**config.mk**
```make
export PLATFORM = sky130hd
export DESIGN_NAME = dcache_tag_write_queue
export DESIGN_NICKNAME = d
export VERILOG_FILES = /design/src/rtl/dcache_tag_pkg.sv /design/src/rtl/dcache_tag_wr_fifo.sv /design/src/rtl/dcache_tag_write_queue.sv
export SDC_FILE = /design/constraint.sdc
export NUM_CORES = 1
export LEC_CHECK = 0
export ABC_CLOCK_PERIOD_IN_PS = 2800
export CORE_ASPECT_RATIO = 1.1
export CORE_MARGIN = 1.5
export CORE_UTILIZATION = 55
export CTS_CLUSTER_DIAMETER = 100
export CTS_CLUSTER_SIZE = 20
export DETAILED_ROUTE_END_ITERATION = 10
export DONT_BUFFER_PORTS = 1
export PLACE_DENSITY_LB_ADDON = 0.3
export SYNTH_ARGS = -nofsm -noshare
export SYNTH_HDL_FRONTEND = slang
export SYNTH_SLANG_ARGS = --single-unit
```
**constraint.sdc**
```tcl
create_clock -name clock -period 2.8 [get_ports clock]
set_input_delay 0.14 -clock clock [delete_from_list [all_inputs] [get_ports clock]]
set_output_delay 0.14 -clock clock [all_outputs]
set_load 0.01 [all_outputs]
```
**src/rtl/dcache_tag_pkg.sv**
```systemverilog
// Shared types and constants for the DCache tag-write queue.
// Optional feature macro: DCACHE_TAG_PARITY_EN (adds an even-parity bit to the SRAM tag).
package dcache_tag_pkg;

  localparam int NWAYS      = 8;
  localparam int NSETS      = 128;
  localparam int PADDR_W    = 36;
  localparam int TAG_W      = 24;
  localparam int IDX_LSB    = 6;
  localparam int IDX_MSB    = 12;
  localparam int SET_W      = IDX_MSB - IDX_LSB + 1;
  localparam int DEPTH      = 4;
  localparam int STARVE_MAX = 8;
  localparam int STARVE_W   = $clog2(STARVE_MAX + 1);

`ifdef DCACHE_TAG_PARITY_EN
  localparam int SRAM_TAG_W = TAG_W + 1;
`else
  localparam int SRAM_TAG_W = TAG_W;
`endif

  typedef struct packed {
    logic [NWAYS-1:0] way_en;
    logic [SET_W-1:0] set;
    logic [TAG_W-1:0] tag;
  } tag_wr_entry_t;

  // Even parity: the extra bit makes the total count of ones even.
  function automatic logic tag_parity(input logic [TAG_W-1:0] tag);
    return ^tag;
  endfunction

endpackage

```
**src/rtl/dcache_tag_wr_fifo.sv**
```systemverilog
// DEPTH-entry tag-write FIFO. Exposes per-entry valid/set so the top can
// detect read-vs-pending-write set collisions. A push into a full FIFO is
// accepted only when a pop happens in the same cycle; otherwise it is dropped.
module dcache_tag_wr_fifo
  import dcache_tag_pkg::*;
(
  input  logic                         clock,
  input  logic                         reset,
  input  logic                         push,
  input  tag_wr_entry_t                push_entry,
  input  logic                         pop,
  output tag_wr_entry_t                head,
  output logic                         empty,
  output logic                         drop,
  output logic [DEPTH-1:0]             ent_valid,
  output logic [DEPTH-1:0][SET_W-1:0]  ent_set
);

  localparam int PTR_W = $clog2(DEPTH);

  logic [PTR_W:0]   wr_ptr_q, wr_ptr_d;
  logic [PTR_W:0]   rd_ptr_q, rd_ptr_d;
  logic [DEPTH-1:0] vld_q, vld_d;
  tag_wr_entry_t    mem_q [DEPTH];
  tag_wr_entry_t    mem_d [DEPTH];
  logic             full;
  logic             pop_ok;
  logic             push_ok;

  // Extra pointer MSB separates full (MSBs differ) from empty (pointers equal).
  assign empty   = (wr_ptr_q == rd_ptr_q);
  assign full    = (wr_ptr_q[PTR_W] != rd_ptr_q[PTR_W]) &&
                   (wr_ptr_q[PTR_W-1:0] == rd_ptr_q[PTR_W-1:0]);
  assign pop_ok  = pop & ~empty;
  assign push_ok = push & (~full | pop_ok);
  assign drop    = push & ~push_ok;
  assign head    = mem_q[rd_ptr_q[PTR_W-1:0]];

  // Next-state for pointers, valid bits and storage; pop is applied before
  // push so a full-FIFO push can reuse the slot being freed.
  always_comb begin
    wr_ptr_d = wr_ptr_q;
    rd_ptr_d = rd_ptr_q;
    vld_d    = vld_q;
    mem_d    = mem_q;
    if (pop_ok) begin
      vld_d[rd_ptr_q[PTR_W-1:0]] = 1'b0;
      rd_ptr_d = rd_ptr_q + (PTR_W+1)'(1);
    end
    if (push_ok) begin
      mem_d[wr_ptr_q[PTR_W-1:0]] = push_entry;
      vld_d[wr_ptr_q[PTR_W-1:0]] = 1'b1;
      wr_ptr_d = wr_ptr_q + (PTR_W+1)'(1);
    end
  end

  // State registers; reset discards any buffered writes.
  always_ff @(posedge clock or negedge reset) begin
    if (!reset) begin
      wr_ptr_q <= '0;
      rd_ptr_q <= '0;
      vld_q    <= '0;
      for (int i = 0; i < DEPTH; i++) begin
        mem_q[i] <= '0;
      end
    end else begin
      wr_ptr_q <= wr_ptr_d;
      rd_ptr_q <= rd_ptr_d;
      vld_q    <= vld_d;
      mem_q    <= mem_d;
    end
  end

  generate
    for (genvar gi = 0; gi < DEPTH; gi++) begin : g_ent
      assign ent_valid[gi] = vld_q[gi];
      assign ent_set[gi]   = mem_q[gi].set;
    end
  endgenerate

endmodule

```
**src/rtl/dcache_tag_write_queue.sv**
```systemverilog
// DCache tag-write queue: buffers the arbitrated tag-write stream, zero-sweeps
// the tag SRAM after reset, then shares the single SRAM port between load-pipe
// reads and queued writes with a starvation bound on the writes.
// Optional feature macro: DCACHE_TAG_PARITY_EN.
module dcache_tag_write_queue
  import dcache_tag_pkg::*;
(
  input  logic                  clock,
  input  logic                  reset,
  input  logic                  io_in_valid,
  input  logic [NWAYS-1:0]      io_in_bits_way_en,
  input  logic [PADDR_W-1:0]    io_in_bits_addr,
  input  logic                  io_rd_valid,
  input  logic [SET_W-1:0]      io_rd_set,
  output logic                  io_rd_nack,
  output logic                  io_sram_ren,
  output logic                  io_sram_wen,
  output logic [SET_W-1:0]      io_sram_set,
  output logic [NWAYS-1:0]      io_sram_way_en,
  output logic [SRAM_TAG_W-1:0] io_sram_tag,
  output logic                  io_init_done,
  output logic                  io_overflow
);

  typedef enum logic {ST_INIT, ST_RUN} state_e;

  state_e                  state_q, state_d;
  logic [SET_W-1:0]        init_cnt_q, init_cnt_d;
  logic [STARVE_W-1:0]     starve_q, starve_d;
  logic                    overflow_q, overflow_d;

  tag_wr_entry_t           in_entry;
  tag_wr_entry_t           head;
  logic                    fifo_empty;
  logic                    fifo_drop;
  logic                    fifo_pop;
  logic [DEPTH-1:0]        ent_valid;
  logic [DEPTH-1:0][SET_W-1:0] ent_set;
  logic [DEPTH-1:0]        set_hit;
  logic                    conflict;
  logic                    forced;
  logic                    rd_grant;
  logic                    wr_issue;
  logic [TAG_W-1:0]        tag_raw;
  logic                    unused_addr_lsbs;

  // Line offset bits carry no tag or index information.
  assign unused_addr_lsbs = ^io_in_bits_addr[IDX_LSB-1:0];

  assign in_entry.way_en = io_in_bits_way_en;
  assign in_entry.set    = io_in_bits_addr[IDX_MSB:IDX_LSB];
  assign in_entry.tag    = io_in_bits_addr[PADDR_W-1:IDX_MSB];

  dcache_tag_wr_fifo u_fifo (
    .clock      (clock),
    .reset      (reset),
    .push       (io_in_valid),
    .push_entry (in_entry),
    .pop        (fifo_pop),
    .head       (head),
    .empty      (fifo_empty),
    .drop       (fifo_drop),
    .ent_valid  (ent_valid),
    .ent_set    (ent_set)
  );

  generate
    for (genvar gi = 0; gi < DEPTH; gi++) begin : g_hit
      assign set_hit[gi] = ent_valid[gi] && (ent_set[gi] == io_rd_set);
    end
  endgenerate

  // A read that would race a pending write to the same set must replay.
  assign conflict = io_rd_valid & (|set_hit);

  // Port arbitration, init sweep, starve counter and sticky overflow.
  always_comb begin
    state_d        = state_q;
    init_cnt_d     = init_cnt_q;
    starve_d       = starve_q;
    overflow_d     = overflow_q | fifo_drop;
    forced         = 1'b0;
    rd_grant       = 1'b0;
    wr_issue       = 1'b0;
    fifo_pop       = 1'b0;
    io_sram_ren    = 1'b0;
    io_sram_wen    = 1'b0;
    io_sram_set    = '0;
    io_sram_way_en = '0;
    tag_raw        = '0;
    case (state_q)
      ST_INIT: begin
        io_sram_wen    = 1'b1;
        io_sram_set    = init_cnt_q;
        io_sram_way_en = '1;
        starve_d       = '0;
        init_cnt_d     = init_cnt_q + SET_W'(1);
        if (init_cnt_q == SET_W'(NSETS - 1)) begin
          state_d = ST_RUN;
        end
      end
      default: begin
        forced   = ~fifo_empty && (starve_q == STARVE_W'(STARVE_MAX));
        rd_grant = io_rd_valid & ~forced & ~conflict;
        wr_issue = ~fifo_empty & ~rd_grant;
        fifo_pop = wr_issue;
        if (rd_grant) begin
          io_sram_ren = 1'b1;
          io_sram_set = io_rd_set;
        end else if (wr_issue) begin
          io_sram_wen    = 1'b1;
          io_sram_set    = head.set;
          io_sram_way_en = head.way_en;
          tag_raw        = head.tag;
        end
        if (wr_issue || fifo_empty) begin
          starve_d = '0;
        end else if (starve_q != STARVE_W'(STARVE_MAX)) begin
          starve_d = starve_q + STARVE_W'(1);
        end
      end
    endcase
  end

  assign io_rd_nack   = io_rd_valid & ~rd_grant;
  assign io_init_done = (state_q == ST_RUN);
  assign io_overflow  = overflow_q;

`ifdef DCACHE_TAG_PARITY_EN
  assign io_sram_tag = {tag_parity(tag_raw), tag_raw};
`else
  assign io_sram_tag = tag_raw;
`endif

  // Control registers; reset restarts the zero sweep.
  always_ff @(posedge clock or negedge reset) begin
    if (!reset) begin
      state_q    <= ST_INIT;
      init_cnt_q <= '0;
      starve_q   <= '0;
      overflow_q <= 1'b0;
    end else begin
      state_q    <= state_d;
      init_cnt_q <= init_cnt_d;
      starve_q   <= starve_d;
      overflow_q <= overflow_d;
    end
  end

endmodule

```
==> out/metrics.cfg, run 1 <==
[grt]
first_global_vias = 5708
grt_max_degree = 176
antenna_found_initial = 1
grt_pass1_wl_mm = 30.0
grt-ovfl-total = 0
track_usage_pct = 23.9

[floorplan]
die_w_um = 123
placementRows = 48
die_area_um2 = 16700
start_util_pct = 56.0
coreArea_um2 = 15700
io_pins = 99
die-height_um = 136

[sta]
fin_tns_setup_ns = 0
grt_setup_unrepaired = false
slew_viol_final = 0
fin_crit_sh_pct = 96.5
fin_hold_ws_ns = -0.599
hold_viol = 175
skew_ns = 0.00966
fmax_mhz = 370
worst_slew_pin_slew_ns = 0.677
relSlewSlack_pct = 54.8
fin_crit_ns = 2.70
final-setup-viol-count = 0
fin_ws_ns = 0.0978

[final_layout]
ff_latch_area_um2 = 4380
fillers = 1137
multi_input_comb_area_um2 = 4120
area_growth_pct = 13.4
drive_gt1_share_pct = 38.7
design_area_um2 = 9960
final_core_util_pct = 63.6
layout.nets = 713

[synth]
syn_avg_cell_area_um2 = 14.3
synth_common_cells = dfrtp_1, mux2_2, mux4_2
synth_edf_count = 0
synth_top_area_share_pct = 49.9
synthCells = 614
synth_area_leaders = dfrtp_1, mux2_2, mux4_2, mux2_4, xor2_1
yosysSeqAreaShare_pct = 49.9
synthFlopType = dfrtp_1
syn_area_um2 = 8780
synth_nets = 680
synth_cell_type_count = 45
synth.most_common_cell = dfrtp_1
yosys_warnings = 0
async_reset_ff_share_pct = 100
synth_top_cell_by_area = dfrtp_1
ys_seq_elements = 175

[placement]
place_area_um2 = 8970
place_ws_ns = 0.256
dpl.hpwl_mm = 11.9
port_buffers = 0
globalplace.congestion = 0.808

[worst_setup_path]
cp.required_ns = 2.66
path_max_fanout = 8
endpoint_kind = output pin
r2r-end = u_fifo.mem_q[90]
setup.worst_path.start_class = flip-flop
reg2reg_slack_ns = 0.38
r2r_start = u_fifo.ent_set[22]
worstSetupPathType = flip-flop to output pin
arrival_ns = 2.56
reg2regPathDepth = 7

[detailed_routing]
dr.pass1.iters = 4
wl_per_cell_um = 21.6
postRouteAntennaNets = 0
vias_per_cell = 5.91
drt-initial-drc-count = 240
routed_wirelength_mm = 18.6
dr_total_vias = 5086
drc = 0

[status]
status = finished, violations left
violations = hold timing

[power]
power.leakage_nw = 4.03
powerDensity_nw_per_um2 = 1000
max-vdd-ir-drop_v = 0.000533

[clocking]
insertion_delay_ns = 0.43
cts_hold_buf = 39
path_clk_slew_ns = 0.06
cts_tree = done
clock_sinks = 175
h-tree-depth = 4
numCtsBuffers = 17
cts_setup_buffers = 0
clk_path_buf_depth = 2
cts-root-buf = clkbuf_16

[worst_hold_path]
holdCritPathClass = input pin to async pin

[job]
max_cap_violations = 0

-- logic make-up (layout without fill, tap and decap cells) --
kind of cell / count (synthesis) / in the layout / share of synthesized area (%)
AO/OA/AOI/OAI: 48 / 48 / 3.69
XOR/XNOR: 43 / 43 / 4.29
adder cells (fa/ha/maj): 11 / 11 / 1.57
buffers and inverters: 51 / 96 / 3.70
flip-flops: 175 / 175 / 49.9
multiplexers: 193 / 193 / 30.8
other: 0 / 1 / 0
AND/OR/NAND/NOR: 93 / 93 / 6.13
-- cell usage in the layout (no fill, tap or decap), types with 11 or more instances in the layout --
cell type	count
xor2_1	25
xnor2_1	18
ha_1	11
mux2_4	27
mux4_2	38
nand2_1	11
nor2b_1	29
o21ai_0	16
nor2_1	13
dlygate4sd3_1	39
dfrtp_1	173
clkbuf_16	17
mux2_2	128
-- repair_timing --
item | 4_1_cts | 5_1_grt
hold endpoints to repair | 328 | 175
gates resized for setup | 1 | 3
endpoints found under the setup margin | 1 | 15
-- per-stage QoR --
stage / std cells / total power, W
final: 860 / 0.00998
after global routing: 860 / 0.0105
after CTS: 859 / 0.0100
after detailed placement: 789 / 0.00761
after global placement: 789 / 0.00734
after floorplan: 614 / 0.00689
-- worst max-delay path, cell delays in order (launching register included) --
cell and delay, ns:
dfrtp_1 0.40, xnor2_1 0.25, nor3b_4 0.41, nand2b_1 0.17, and3_1 0.29, nand2_1 0.18, a311o_1 0.43
-- worst max-delay path by stage --
stage	from	endpoint	slack, ns	cells past startpoint
finish	u_fifo.rd_ptr_q[2]	io_sram_set[2]	0.1	6
global route	u_fifo.rd_ptr_q[2]	io_sram_set[2]	0.01	6
CTS	u_fifo.ent_set[22]	io_sram_way_en[3]	0.003	6
detailed placement	u_fifo.ent_set[15]	u_fifo.mem_q[94]	0.26	7
global placement	u_fifo.mem_q[39]	u_fifo.mem_q[87]	0.28	7
floorplan	u_fifo.rd_ptr_q[0]	io_sram_set[2]	0.64	8
-- metal layers --
metal  global-route usage (%)  part of all wire, %  vias up
li1                         -                    -     2272
met2                     39.6                   51      122
met3                     6.27                  5.5       25
met1                     30.8                   42     2667
met5                        0                    0        -
met4                     7.73                  1.7        0
-- area by class of cell --
type	instances	area share, %
clock inverters	7	0.753
multi-input cells	388	41.3
well taps	200	2.51
inverters	10	0.377
flip-flops and latches	175	44.0
diodes	1	0.0251
clock buffers	24	5.14
repair buffers	55	5.88
-- state kept, by name, indices dropped and copies added (netlist names) --
name	cells
u_fifo.mem_q	128
u_fifo.ent_set	24
init_cnt_q	7
starve_q	4
u_fifo.ent_valid	4
u_fifo.rd_ptr_q	3
u_fifo.wr_ptr_q	3
io_init_done	1
io_overflow	1
-- report_power, final --
| group | switching [W] | internal (W) | leakage [nW] | total (W) |
|---|---|---|---|---|
| clock | 0.000965 | 0.00137 | 0.293 | 0.00233 |
| combinational | 0.00116 | 0.00208 | 1.66 | 0.00324 |
| sequential | 0.000703 | 0.00370 | 2.07 | 0.00440 |
| total | 0.00282 | 0.00715 | 4.03 | 0.00998 |
No activity file was read; power rests on OpenSTA's default activity.
==> inputs of run 2 (changes only) <==
--- a/config.mk
+++ b/config.mk
@@ -5,7 +5,7 @@
 export SDC_FILE = /design/constraint.sdc
 export NUM_CORES = 1
 export LEC_CHECK = 0
-export ABC_CLOCK_PERIOD_IN_PS = 2800
+export ABC_CLOCK_PERIOD_IN_PS = 2780
 export CORE_ASPECT_RATIO = 1.1
 export CORE_MARGIN = 1.5
 export CORE_UTILIZATION = 55
==> constraint.sdc (replaced) <==
create_clock -name clock -period 2.78 [get_ports clock]
set_input_delay 0.139 -clock clock [delete_from_list [all_inputs] [get_ports clock]]
set_output_delay 0.139 -clock clock [all_outputs]
set_load 0.01 [all_outputs]
==> run 2 against run 1 <==
The run still ends with hold timing left. Die area unchanged. Total power increased by 0.95%. Sequential power about the same. Wire length increased by 0.55%. Non-clock buffer count rose by 4. Clock skew grew 0.0021 ns. Register-to-register slack about the same. Final area increased by 0.43%. First-iteration DRC count is 3.3% higher. Critical path type unchanged. Largest cell class unchanged. Largest power group unchanged. Highest routed layer unchanged.
==> out/metrics.cfg, run 2 (synthesis gave the netlist of run 1 again) <==
[grt]
first_global_vias = 5655
antenna_found_initial = 1
grt_pass1_wl_mm = 29.8
grt_max_degree = 176
grt-ovfl-total = 0
track_usage_pct = 24.0

[worst_setup_path]
reg2reg_slack_ns = 0.38
worstSetupPathType = flip-flop to output pin
critPathMaxStageDelay_ns = 0.44
r2r-end = u_fifo.ent_set[24]
r2r_start = u_fifo.wr_ptr_q[1]
timing.critical_path.cells = xnor2_1, nor3b_4, nand2b_1, and3_1, nand2_1, a311o_1
arrival_ns = 2.51
worst_path_max_delay_cell = a311o_1
cp.required_ns = 2.64
reg2regPathDepth = 7
endpoint_kind = output pin
setup.worst_path.start_class = flip-flop
path_max_fanout = 6

[final_layout]
drive_gt1_share_pct = 38.8
fillers = 1157
largest_register = u_fifo.mem_q
design_area_um2 = 10000
final_common_cell = dfrtp_1
layout_common_cells = dfrtp_1, mux2_2, dlygate4sd3_1, mux4_2, nor2b_1
area_growth_pct = 13.9
largest_reg_flops = 128
layout.nets = 717

[floorplan]
start_util_pct = 56.0
coreArea_um2 = 15700
io_pins = 99
die_area_um2 = 16700
die_w_um = 123
placementRows = 48
die-height_um = 136

[placement]
port_buffers = 0
place_area_um2 = 9000
globalplace.congestion = 0.810
dpl.hpwl_mm = 12.0

[status]
status = finished, violations left
violations = hold timing

[clocking]
clk_path_buf_depth = 2
cts_tree = done
numCtsBuffers = 17
clock_sinks = 175
path_clk_slew_ns = 0.06
cts_hold_buf = 39
cts-root-buf = clkbuf_16
insertion_delay_ns = 0.43
h-tree-depth = 4

[power]
powerDensity_nw_per_um2 = 1010
p_total_w = 0.0101
power.leakage_nw = 4.04
max-vdd-ir-drop_v = 0.000513

[sta]
skew_ns = 0.0118
slew_viol_final = 0
fin_crit_ns = 2.65
worst_slew_pin_slew_ns = 0.673
relSlewSlack_pct = 55.1
fin_tns_setup_ns = 0
fmax_mhz = 378
fin_crit_sh_pct = 95.3
hold_viol = 175
final-setup-viol-count = 0
fin_hold_ws_ns = -0.596

[detailed_routing]
dr_total_vias = 5119
postRouteAntennaNets = 0
vias_per_cell = 5.92
drt-initial-drc-count = 248
routed_wirelength_mm = 18.7
wl_per_cell_um = 21.7
drc = 0
dr.pass1.iters = 4

[job]
max_cap_violations = 0

[worst_hold_path]
holdCritPathClass = input pin to async pin

-- run 2: cell count changes in the layout (fill, tap and decap cells not counted) --
cell / change
buf_12: +2
clkbuf_8: -4
o21ai_0: -2
inv_6: -1
bufinv_16: +1
clkinv_4: -1
clkbuf_1: +2
buf_4: +2
clkinvlp_4: +3
o21ai_1: +2
-- run 2: metal layers --
layer  track usage, %  vias to the layer above  part of all wire, %
met4             8.62                        0                  1.9
li1                 -                     2268                    -
met2             41.0                      131                   52
met3             5.43                       24                  4.8
met1             29.8                     2696                   41
met5                0                        -                    0
-- run 2: timing repair --
item,CTS,global route
endpoints found under the setup margin,2,35
resized for setup,2,4
buffers inserted,0,3
endpoints found under the hold margin,328,175
-- run 2: worst max-delay path, delay by kind of cell, from the launching register on --
| kind | cells | cell delay [ns] |
|---|---|---|
| DFF | 1 | 0.40 |
| AOI/OAI and AO/OA | 1 | 0.44 |
| and+or+nand+nor | 4 | 0.99 |
| xor gates and xnor gates | 1 | 0.25 |
-- run 2: worst max path at each step --
stage | to | startpoint
after floorplan | io_sram_set[2] | u_fifo.rd_ptr_q[0]
after global placement | u_fifo.mem_q[113] | u_fifo.mem_q[39]
final | io_sram_set[2] | u_fifo.rd_ptr_q[2]
after global routing | io_sram_set[2] | u_fifo.rd_ptr_q[2]
after CTS | io_sram_way_en[3] | u_fifo.ent_set[22]
after detailed placement | u_fifo.mem_q[37] | u_fifo.mem_q[39]
-- run 2: metrics by stage --
stage	instances	setup WS [ns]	utilization, %
global route	864	-0.00445	63.8
finish	864	0.132	63.8
floorplan	614	0.624	-
detailed placement	790	0.276	57.4
CTS	860	0.00410	63.6
global placement	790	0.326	57.4
-- run 2: layout make-up --
cell class / count / area, um^2 / area share [%]
clock inverters: 9 / 110 / 1.10
flip-flops and latches: 175 / 4380 / 43.8
clock buffers: 22 / 464 / 4.64
diodes: 1 / 2.50 / 0.0250
multi-input cells: 388 / 4120 / 41.2
inverters: 10 / 37.5 / 0.375
well taps: 200 / 250 / 2.50
repair buffers: 59 / 641 / 6.40
-- run 2: power breakdown --
part / leakage [nW] / switching, W / internal [W]
clock: 0.273 / 0.000965 / 0.00137
sequential: 2.07 / 0.000703 / 0.00373
combinational: 1.69 / 0.00117 / 0.00214
total: 4.04 / 0.00283 / 0.00724
==> inputs of run 3 (changes only) <==
--- a/config.mk
+++ b/config.mk
@@ -13,7 +13,10 @@
 export CTS_CLUSTER_SIZE = 20
 export DETAILED_ROUTE_END_ITERATION = 10
 export DONT_BUFFER_PORTS = 1
+export GPL_TIMING_DRIVEN = 0
 export PLACE_DENSITY_LB_ADDON = 0.3
+export SLEW_MARGIN = 20
 export SYNTH_ARGS = -nofsm -noshare
 export SYNTH_HDL_FRONTEND = slang
+export SYNTH_HIERARCHICAL = 1
 export SYNTH_SLANG_ARGS = --single-unit
==> run 3 against run 2 <==
The run ends with hold timing, setup timing left. Setup slack worse by 0.53 ns. Clock skew is 0.0017 ns lower. Clock-buffer cell count is 4 lower. Maximum frequency is 17% lower. Combinational power is 60% higher. Final cell count is 9.3% higher. Non-clock buffer count is 101 higher. Register-to-register slack worse by 0.78 ns. Critical path depth is 7 higher. Critical endpoint is now u_fifo/ent_set[20]. Highest routed layer unchanged.
==> out/metrics.cfg, run 3 <==
[sta]
fin_hold_ws_ns = -0.606
fmax_mhz = 314
hold_viol = 179
final-setup-viol-count = 205
fin_crit_sh_pct = 114
relSlewSlack_pct = 45.8
worst_slew_pin_slew_ns = 0.813
fin_crit_ns = 3.18
skew_ns = 0.0101
slew_viol_final = 0
fin_tns_setup_ns = -56.81
fin_ws_ns = -0.403
grt_setup_unrepaired = true

[floorplan]
die-height_um = 137
io_pins = 99
start_util_pct = 56.8
coreArea_um2 = 15800
die_area_um2 = 17100
placementRows = 48
die_w_um = 125

[grt]
first_global_vias = 5928
grt_pass1_wl_mm = 33.4
grt-ovfl-total = 0
grt_max_degree = 180
antenna_found_initial = 0
track_usage_pct = 25.7

[placement]
port_buffers = 0
globalplace.congestion = 0.810
dpl.hpwl_mm = 12.7

[worst_setup_path]
cp.required_ns = 3.10
r2r-end = u_fifo/ent_set[20]
crit_family = buffers and inverters
arrival_ns = 3.50
setup.worst_path.start_class = flip-flop
timing.critical_path.cells = xor2_4, buf_6, or2_4, nor2_4, nor4bb_4, nor4b_4, a21boi_4, buf_8, clkbuf_16, o41ai_4, buf_6, clkbuf_16, mux2_4
reg2reg_slack_ns = -0.40
worstSetupPathType = flip-flop to flip-flop
worst_path_max_delay_cell = dfrtp_2
r2r_start = u_fifo/rd_ptr_q[1]
path_max_fanout = 8
endpoint_kind = flip-flop
reg2regPathDepth = 13
cp.buffers_inverters = 5
critPathMaxStageDelay_ns = 0.47

[detailed_routing]
drc = 0
wl_met1_mm = 9.56
routed_wirelength_mm = 22.6
dr.pass1.iters = 4
postRouteAntennaNets = 0
dr_total_vias = 5518
vias_per_cell = 5.85
met2_length_mm = 11.5
drt-initial-drc-count = 313
highest_layer = met4
wl_per_cell_um = 23.9
met3_length_mm = 1.07

[job]
max_cap_violations = 0

[synth]
synth_compound_area_share_pct = 3.32
synth_cell_type_count = 38
syn_avg_cell_area_um2 = 14.4
yosys.area_share.xor_xnor_pct = 4.38
synthMuxAreaShare_pct = 29.8
ys_seq_elements = 179
synth_top_cell_by_area = dfrtp_1
synth.most_common_cell = dfrtp_1
synthCells = 624
synth_area_leaders = dfrtp_1, mux2_2, mux4_2, buf_4, xnor2_1
async_reset_ff_share_pct = 100
synthFlopType = dfrtp_1
yosys_warnings = 6
synth_top_area_share_pct = 50.0
synth_top_family_by_area = multiplexers
synth_common_cells = dfrtp_1, mux2_2, mux4_2
synth_nets = 690
syn_area_um2 = 8970
yosysSeqAreaShare_pct = 50.0
synthSimpleGateAreaFrac_pct = 5.47
yosys.area_share.adder_pct = 1.54
synth_edf_count = 0

[final_layout]
drive_gt1_share_pct = 51.7
multi_input_comb_area_um2 = 4750
n_antenna_cell = 0
layout.nets = 797
largest_register = u_fifo/mem_q
final_core_util_pct = 76.1
layout_common_cells = dfrtp_1, mux2_4, buf_4, mux4_2, dlygate4sd3_1
area_growth_pct = 34.1
final_common_cell = dfrtp_1
ff_latch_area_um2 = 4480
largest_reg_flops = 128
fillers = 903

[power]
p_total_w = 0.0126
power.leakage_nw = 5.68
powerDensity_nw_per_um2 = 1050
max-vdd-ir-drop_v = 0.000636

[clocking]
insertion_delay_ns = 0.43
clock_sinks = 179
clk_path_buf_depth = 2
numCtsBuffers = 17
cts_hold_buf = 39
h-tree-depth = 4
cts-root-buf = clkbuf_16
cts_tree = done
path_clk_slew_ns = 0.07

[status]
violations = hold timing, setup timing
status = finished, violations left

[worst_hold_path]
holdCritPathClass = input pin to async pin

-- run 3: cell count changes in the layout (fill, tap and decap cells not counted), sizes merged, moves of 6 or more --
cell,previous run,this run
buf,20,105
nor2b,29,8
nor2,14,7
nand2,11,1
xnor2,18,31
clkbuf,22,34
nor3,7,0
a221o,1,7
a21oi,11,0
xor2,25,13
and2,1,29
-- run 3: layer usage --
metal / up-vias / global-route usage [%]
met5: - / 0
met4: 0 / 8.56
met3: 37 / 6.33
met2: 144 / 43.2
met1: 2909 / 32.9
li1: 2428 / -
-- run 3: power by group --
part | internal [W] | leakage (nW) | switching [W]
clock | 0.00163 | 0.319 | 0.00106
combinational | 0.00358 | 3.24 | 0.00172
sequential | 0.00382 | 2.12 | 0.000781
total | 0.00903 | 5.68 | 0.00355
-- run 3: cells by family (layout without fill, tap and decap cells) --
kind of cell,after synthesis,in the layout
XOR/XNOR,44,44
AND/OR/NAND/NOR,77,77
multiplexers,198,198
flip-flops,179,179
buffers and inverters,82,202
adder cells (fa/ha/maj),11,11
AO/OA/AOI/OAI,33,33
-- run 3: layout make-up --
| cell class | count | area share, % |
|---|---|---|
| well taps | 200 | 2.08 |
| multi-input cells | 363 | 39.5 |
| plain buffers | 68 | 5.98 |
| clock buffers | 18 | 3.65 |
| clock inverters | 14 | 1.87 |
| flip-flops and latches | 179 | 37.3 |
| inverters | 10 | 0.312 |
| repair buffers | 92 | 9.32 |
-- run 3: timing repair --
action                                  CTS  global route
pin swaps                                17            12
resized for setup                       171            80
cloned                                    7             9
buffers inserted                         26            15
endpoints found under the setup margin  208           208
hold endpoints to repair                337           179
-- run 3: how the worst max path moves through the flow --
| stage | startpoint | endpoint | slack [ns] | cells past startpoint |
|---|---|---|---|---|
| 2_1_floorplan | u_fifo/rd_ptr_q[0] | u_fifo/mem_q[126] | -0.16 | 13 |
| 3_3_place_gp | u_fifo/rd_ptr_q[0] | u_fifo/mem_q[74] | -0.63 | 13 |
| 3_5_place_dp | u_fifo/rd_ptr_q[1] | u_fifo/mem_q[72] | -0.72 | 13 |
| 4_1_cts | u_fifo/rd_ptr_q[0] | u_fifo/mem_q[151] | -0.44 | 15 |
| 5_1_grt | u_fifo/wr_ptr_q[1] | u_fifo/mem_q[41] | -0.49 | 13 |
| 6_report | u_fifo/rd_ptr_q[1] | u_fifo/ent_set[20] | -0.40 | 13 |
-- run 3: stage by stage --
| step | worst slack [ns] | area [um^2] | instances |
|---|---|---|---|
| 3_3_place_gp | -0.629 | 9450 | 824 |
| 2_1_floorplan | -0.159 | 9200 | 624 |
| 4_1_cts | -0.444 | 11500 | 926 |
| 3_5_place_dp | -0.716 | 9450 | 824 |
| 5_1_grt | -0.490 | 12000 | 944 |
| 6_report | -0.403 | 12000 | 944 |
